## src/rtl/mux8_rr_arbiter.sv

```systemverilog
// -----------------------------------------------------------------------------
// mux8_rr_arbiter
//
// Round-robin arbiter and sequencer for a shared 8:1 x 32-bit multiplexer.
// One requester at a time owns the output. Its word is registered onto o
// together with a valid strobe. A hold limit forces a hand-off once the owner
// has used the bus for MAX_HOLD consecutive cycles while someone else waits.
//
// Parameters
//   MAX_HOLD  maximum consecutive granted cycles while another requester
//             waits (1..15)
//
// Ports
//   clk      in   1   clock, rising edge
//   rst      in   1   synchronous active-high reset
//   req      in   8   request line per requester (bit i -> I<i>)
//   I0..I7   in  32   requester data words
//   gnt      out  8   registered one-hot grant, 0 when idle
//   s        out  3   registered mux select (index of current owner)
//   o        out 32   registered selected data
//   o_valid  out  1   o holds a word captured on the previous edge
//   busy     out  1   |gnt
// -----------------------------------------------------------------------------
module mux8_rr_arbiter #(
    parameter int unsigned MAX_HOLD = 4
) (
    input  logic        clk,
    input  logic        rst,
    input  logic [7:0]  req,
    input  logic [31:0] I0,
    input  logic [31:0] I1,
    input  logic [31:0] I2,
    input  logic [31:0] I3,
    input  logic [31:0] I4,
    input  logic [31:0] I5,
    input  logic [31:0] I6,
    input  logic [31:0] I7,
    output logic [7:0]  gnt,
    output logic [2:0]  s,
    output logic [31:0] o,
    output logic        o_valid,
    output logic        busy
);

    localparam int         DATA_W = 32;
    localparam logic [3:0] LP_MAX = 4'(MAX_HOLD);

    typedef enum logic {
        ST_IDLE = 1'b0,
        ST_OWN  = 1'b1
    } state_t;

    // -------------------------------------------------------------------------
    // Helpers
    // -------------------------------------------------------------------------

    // First set bit of r scanning start, start+1, ... start+7 (mod 8).
    // The request vector is doubled so a plain part-select performs the
    // rotation; the lowest set bit of the rotated vector is the offset.
    function automatic logic [2:0] rr_pick(input logic [7:0] r,
                                           input logic [2:0] start);
        logic [15:0] dbl;
        logic [7:0]  rot;
        logic [2:0]  off;
        dbl = {r, r};
        rot = dbl[start +: 8];
        off = 3'd0;
        for (int i = 7; i >= 0; i--) begin
            if (rot[i]) off = 3'(i);
        end
        return start + off;
    endfunction

    function automatic logic [7:0] onehot8(input logic [2:0] idx);
        return 8'd1 << idx;
    endfunction

    // -------------------------------------------------------------------------
    // State
    // -------------------------------------------------------------------------
    state_t              r_state;
    logic [2:0]          r_ptr;
    logic [3:0]          r_cnt;
    logic [7:0]          r_gnt;
    logic [2:0]          r_s;
    logic [DATA_W-1:0]   r_o;
    logic                r_valid;

    // -------------------------------------------------------------------------
    // Next-owner decision
    // -------------------------------------------------------------------------
    logic [DATA_W-1:0]   w_din [8];
    logic                w_owner_req;
    logic [7:0]          w_others;
    logic                w_hold_max;
    logic                w_release;
    logic [2:0]          w_next_ptr;
    logic [2:0]          w_idle_win;
    logic [2:0]          w_hand_win;

    assign w_din[0] = I0;
    assign w_din[1] = I1;
    assign w_din[2] = I2;
    assign w_din[3] = I3;
    assign w_din[4] = I4;
    assign w_din[5] = I5;
    assign w_din[6] = I6;
    assign w_din[7] = I7;

    assign w_owner_req = req[r_s];
    // While owning, r_gnt is exactly onehot(r_s), so this masks the owner.
    assign w_others    = req & ~r_gnt;
    assign w_hold_max  = (r_cnt == LP_MAX);
    assign w_release   = !w_owner_req || (w_hold_max && (|w_others));
    assign w_next_ptr  = r_s + 3'd1;
    assign w_idle_win  = rr_pick(req, r_ptr);
    // Search starts after the outgoing owner; the owner itself is masked
    // so it can never re-win its own hand-off.
    assign w_hand_win  = rr_pick(w_others, w_next_ptr);

    // -------------------------------------------------------------------------
    // Sequencer
    // -------------------------------------------------------------------------
    always_ff @(posedge clk) begin
        if (rst) begin
            r_state <= ST_IDLE;
            r_ptr   <= 3'd0;
            r_cnt   <= 4'd0;
            r_gnt   <= 8'd0;
            r_s     <= 3'd0;
            r_o     <= '0;
            r_valid <= 1'b0;
        end else begin
            case (r_state)
                ST_IDLE: begin
                    r_valid <= 1'b0;
                    if (|req) begin
                        r_gnt   <= onehot8(w_idle_win);
                        r_s     <= w_idle_win;
                        r_cnt   <= 4'd1;
                        r_state <= ST_OWN;
                    end
                end

                ST_OWN: begin
                    // The owner's beat is captured whenever it still
                    // requests, including on a hold-expiry hand-off edge.
                    r_valid <= w_owner_req;
                    if (w_owner_req) begin
                        r_o <= w_din[r_s];
                    end

                    if (w_release) begin
                        r_ptr <= w_next_ptr;
                        if (|w_others) begin
                            // Back-to-back hand-off, no idle cycle.
                            r_gnt <= onehot8(w_hand_win);
                            r_s   <= w_hand_win;
                            r_cnt <= 4'd1;
                        end else begin
                            // s keeps the last owner's index.
                            r_gnt   <= 8'd0;
                            r_state <= ST_IDLE;
                        end
                    end else if (r_cnt < LP_MAX) begin
                        r_cnt <= r_cnt + 4'd1;
                    end
                end

                default: begin
                    r_state <= ST_IDLE;
                end
            endcase
        end
    end

    // -------------------------------------------------------------------------
    // Outputs
    // -------------------------------------------------------------------------
    assign gnt     = r_gnt;
    assign s       = r_s;
    assign o       = r_o;
    assign o_valid = r_valid;
    assign busy    = |r_gnt;

    // -------------------------------------------------------------------------
    // Invariants
    // -------------------------------------------------------------------------
    a_gnt_onehot0 : assert property (@(posedge clk) $onehot0(r_gnt));
    a_gnt_matches_s : assert property (@(posedge clk)
        (r_gnt == 8'd0) || (r_gnt == onehot8(r_s)));
    a_state_matches_gnt : assert property (@(posedge clk)
        (r_state == ST_OWN) == (r_gnt != 8'd0));
    a_cnt_bounded : assert property (@(posedge clk) r_cnt <= LP_MAX);

endmodule

```

## config.mk

```make
export PLATFORM = sky130hd
export DESIGN_NAME = mux8_rr_arbiter
export DESIGN_NICKNAME = d
export VERILOG_FILES = /design/src/rtl/mux8_rr_arbiter.sv
export SDC_FILE = /design/constraint.sdc
export NUM_CORES = 1
export LEC_CHECK = 0
export CAP_MARGIN = 20
export CORE_AREA = 2 2 119 121
export DETAILED_ROUTE_END_ITERATION = 10
export DIE_AREA = 0 0 121 123
export GPL_ROUTABILITY_DRIVEN = 0
export GPL_TIMING_DRIVEN = 0
export PLACE_DENSITY = 0.87
export SLEW_MARGIN = 10
export SYNTH_ARGS = -nofsm -noshare
export SYNTH_HDL_FRONTEND = slang
export SYNTH_SLANG_ARGS = --single-unit
```

## constraint.sdc

```tcl
create_clock -name clk -period 9.8 [get_ports clk]
set_input_delay 1.96 -clock clk [delete_from_list [all_inputs] [get_ports clk]]
set_output_delay 1.96 -clock clk [all_outputs]
set_load 0.1 [all_outputs]
```

==> run_results.csv <==
group,metric,value,unit
clock_network,cts.sinks,52,
setup_path,end_kind,"flip-flop",
sta,fmax,0.174,GHz
final_layout,mostFrequentLayoutCells,"306 x clkdlybuf4s50_1, 77 x mux4_2, 64 x nor2_1, 59 x mux2i_1, 52 x dfxtp_1",
die,fp.dieW,121,um
drt,vias,5882,
placed_design,io_buffer_count,306,
synth,synth-adder-area-share,1.94,%
power_and_ir_drop,switching_power,1.18,mW
grt,antenna_found_initial,1,
grt,grt_pass1_wl,33100,um
sta,slew_violations,0,
synth,ys_ff_latch,52,
synth,synth.cell_area,0.00530,mm2
die,row_count,43,
power_and_ir_drop,total_power,2.23,mW
sta,rsz0062_at_grt,"false",
synth,synth-xor-area-share,1.16,%
status,status,"complete, no violations",
synth,ys_types,55,
synth,ys_warn_count,0,
setup_path,crit_chain,"clkdlybuf4s50_1 > or2b_1 > mux4_2 > o21ai_0 > o21ai_0 > o21ai_0 > a21oi_1 > ha_1 > inv_1 > fa_1 > or4b_2 > nor2_1 > mux2i_1 > a31oi_1",
final_layout,syn2layout_area_growth,64.9,%
placed_design,dp_cells,986,
setup_path,path_class,"input port to flip-flop",
drt,drtPass1Iterations,5,
power_and_ir_drop,clockPowerShare,8.1,%
power_and_ir_drop,pwr_density_cell,255,mW/mm2
final_layout,drive_above_1_share,14.6,%
setup_path,crit_path_max_incr_delay,720,ps
power_and_ir_drop,p_leak,3.03,nW
clock_network,h-tree-depth,2,
synth,synth_area_per_cell,10.6,um2
final_layout,final_util,64.2,%
synth,synth-seq-area-share,19.6,%
synth,synthSimpleGateAreaFrac,11.9,%
die,die_h,123,um
grt,grt_pass1_vias,5766,
clock_network,cts-root-buf,"clkbuf_16",
final_layout,final_cell_area,0.00874,mm2
clock_network,cts.path.max_buffers,2,
setup_path,crit_arrival,5950,ps
clock_network,clk_latency,290,ps
die,die_area,0.0149,mm2
synth,synth_ff_type,"dfxtp_1",
synth,synth_cells,500,
grt,grt_max_degree,19,
die,io_pins,311,
placed_design,placed_area,0.00859,mm2
clock_network,clk_pin_slew,70,ps
sta,fin_ws,4070,ps
clock_network,cts_setup_buffers,0,
setup_path,path_buf_inv,2,
synth,synth_top_cell_by_area,"mux4_2",
clock_network,ctsHoldBuffers,0,
final_layout,final_common_cell,"clkdlybuf4s50_1",
sta,finalHoldViolations,0,
drt,finalWirelength,23300,um
power_and_ir_drop,intPower,1.05,mW
power_and_ir_drop,ir_worst_vdd,0.000118,V
clock_network,post_cts_resize_count,0,
run,max_cap_viol_count,0,
power_and_ir_drop,combPwrFrac,77.3,%
clock_network,numCtsBuffers,5,
sta,fin_crit,5730,ps
setup_path,path_max_fanout,8,
final_layout,diodes,0,
grt,grtUsageTotal,29.9,%
drt,drt_iter0_drc,567,
synth,ys_top_cells_by_area,"mux4_2 33%, dfxtp_1 20%, mux2i_1 11%",
final_layout,fin_cells,994,
sta,setup_tns,0,ps
sta,worstMarginPinSlew,1020,ps
synth,synth_edf_count,0,
die,core,0.0136,mm2
placed_design,post-place-ws,3820,ps
synth,synthArstFlopShare,0,%
drt,wire_per_inst,23.5,um
sta,slew_headroom,31.5,%
setup_path,start_kind,"input port",
drt,drc,0,
setup_path,cp_common_cell,"o21ai_0",
sta,finClkSkew,8.58,ps
grt,gr-total-overflow,0,
die,initial_core_util,38.9,%
drt,post_drt_via_cell_ratio,5.92,
placed_design,hpwl,19600,um
drt,drtAntennaViolNets,0,
sta,setup_viol,0,
sta,fin_crit_sh,58.5,%
synth,synth-compound-area-share,12.6,%
synth,syn-num-nets,773,
final_layout,nets,1086,
synth,synth_top_family_by_area,"multiplexers",
power_and_ir_drop,swShare,52.9,%
hold_path,hold_path_class,"flip-flop to flip-flop",
synth,yosys.area.top_type_share,32.7,%
power_and_ir_drop,seqPwrFrac,14.5,%
setup_path,crit_family,"simple AND/OR/NAND/NOR gates",
setup_path,worstPathRequired,10010,ps
sta,timing.hold.ws,503,ps
synth,synth.area.mux_share,47.6,%
clock_network,cts_tree,"done",
setup_path,slowest_stage,"or4b_2",
flip-flops by register name, summed over array words and instances, names as in the netlist:
| register | count |
|---|---|
| r_ptr | 3 |
| o_valid | 1 |
| r_cnt | 4 |
| gnt | 8 |
| s | 3 |
| r_state | 1 |
| o | 32 |
per-layer routing:
layer / global-route usage (%) / vias up / part of all wire (%)
met4: 9.30 / 2 / 2.9
met2: 50.6 / 341 / 50
li1: - / 2612 / -
met5: 0 / - / 0.043
met1: 37.5 / 2882 / 38
met3: 7.56 / 45 / 9.4
power by group through the flow:
stage	logic, mW	clock network [mW]	registers (mW)
3_5_place_dp	1.71	0	0.327
3_3_place_gp	1.69	0	0.323
4_1_cts	1.72	0.182	0.322
6_report	1.72	0.181	0.324
2_1_floorplan	0.868	0	0.722
5_1_grt	1.82	0.191	0.330
cells in the mapped netlist, types with 5 or more instances:
library cell / instances
nand2_1: 12
dfxtp_1: 52
a31oi_1: 10
clkbuf_1: 21
a21oi_1: 14
nor2_1: 64
nor2b_1: 7
buf_1: 7
nand2b_1: 5
o21ai_0: 18
buf_4: 5
mux4_2: 77
mux2_2: 8
inv_1: 12
mux2i_1: 59
xnor2_1: 6
ha_1: 5
nor3_1: 6
buf_2: 14
a211oi_1: 38
cells by family after synthesis:
family / count (synthesis)
buffers and inverters: 61
muxes: 148
adders and majority gates: 7
and+or+nand+nor: 126
xor gates and xnor gates: 7
DFF: 52
AOI/OAI and AO/OA: 99
worst paths after layout:
path | startpoint | end | slack (ps) | cells past startpoint
worst max-delay path | req[0] | gnt[6] | 4070 | 14
worst min-delay path | o[17] | o[17] | 500 | 2
worst max register to register | s[0] | gnt[6] | 5520 | 15
worst min register to register | o[17] | o[17] | 500 | 2
area by class of cell:
class                   count  area (um2)
plain buffers              48         224
inverters                  13        48.8
flip-flops and latches     52        1040
well taps                 180         225
fillers                  1130        4870
repair buffers            306        3060
clock buffers               5         125
clock inverters             3        25.0
multi-input cells         387        3990
worst register-to-register path, cell delays in order (launching register included):
cell and delay [ps]:
dfxtp_1 340, ha_1 320, clkbuf_1 430, or4bb_1 460, a41oi_1 240, a21oi_1 80, o21ai_0 80, o21ai_0 110
a21oi_1 230, ha_1 180, inv_1 50, fa_1 540, or4b_2 720, nor2_1 150, mux2i_1 100, a31oi_1 180
Note: power is estimated with default switching activity, not from simulation.
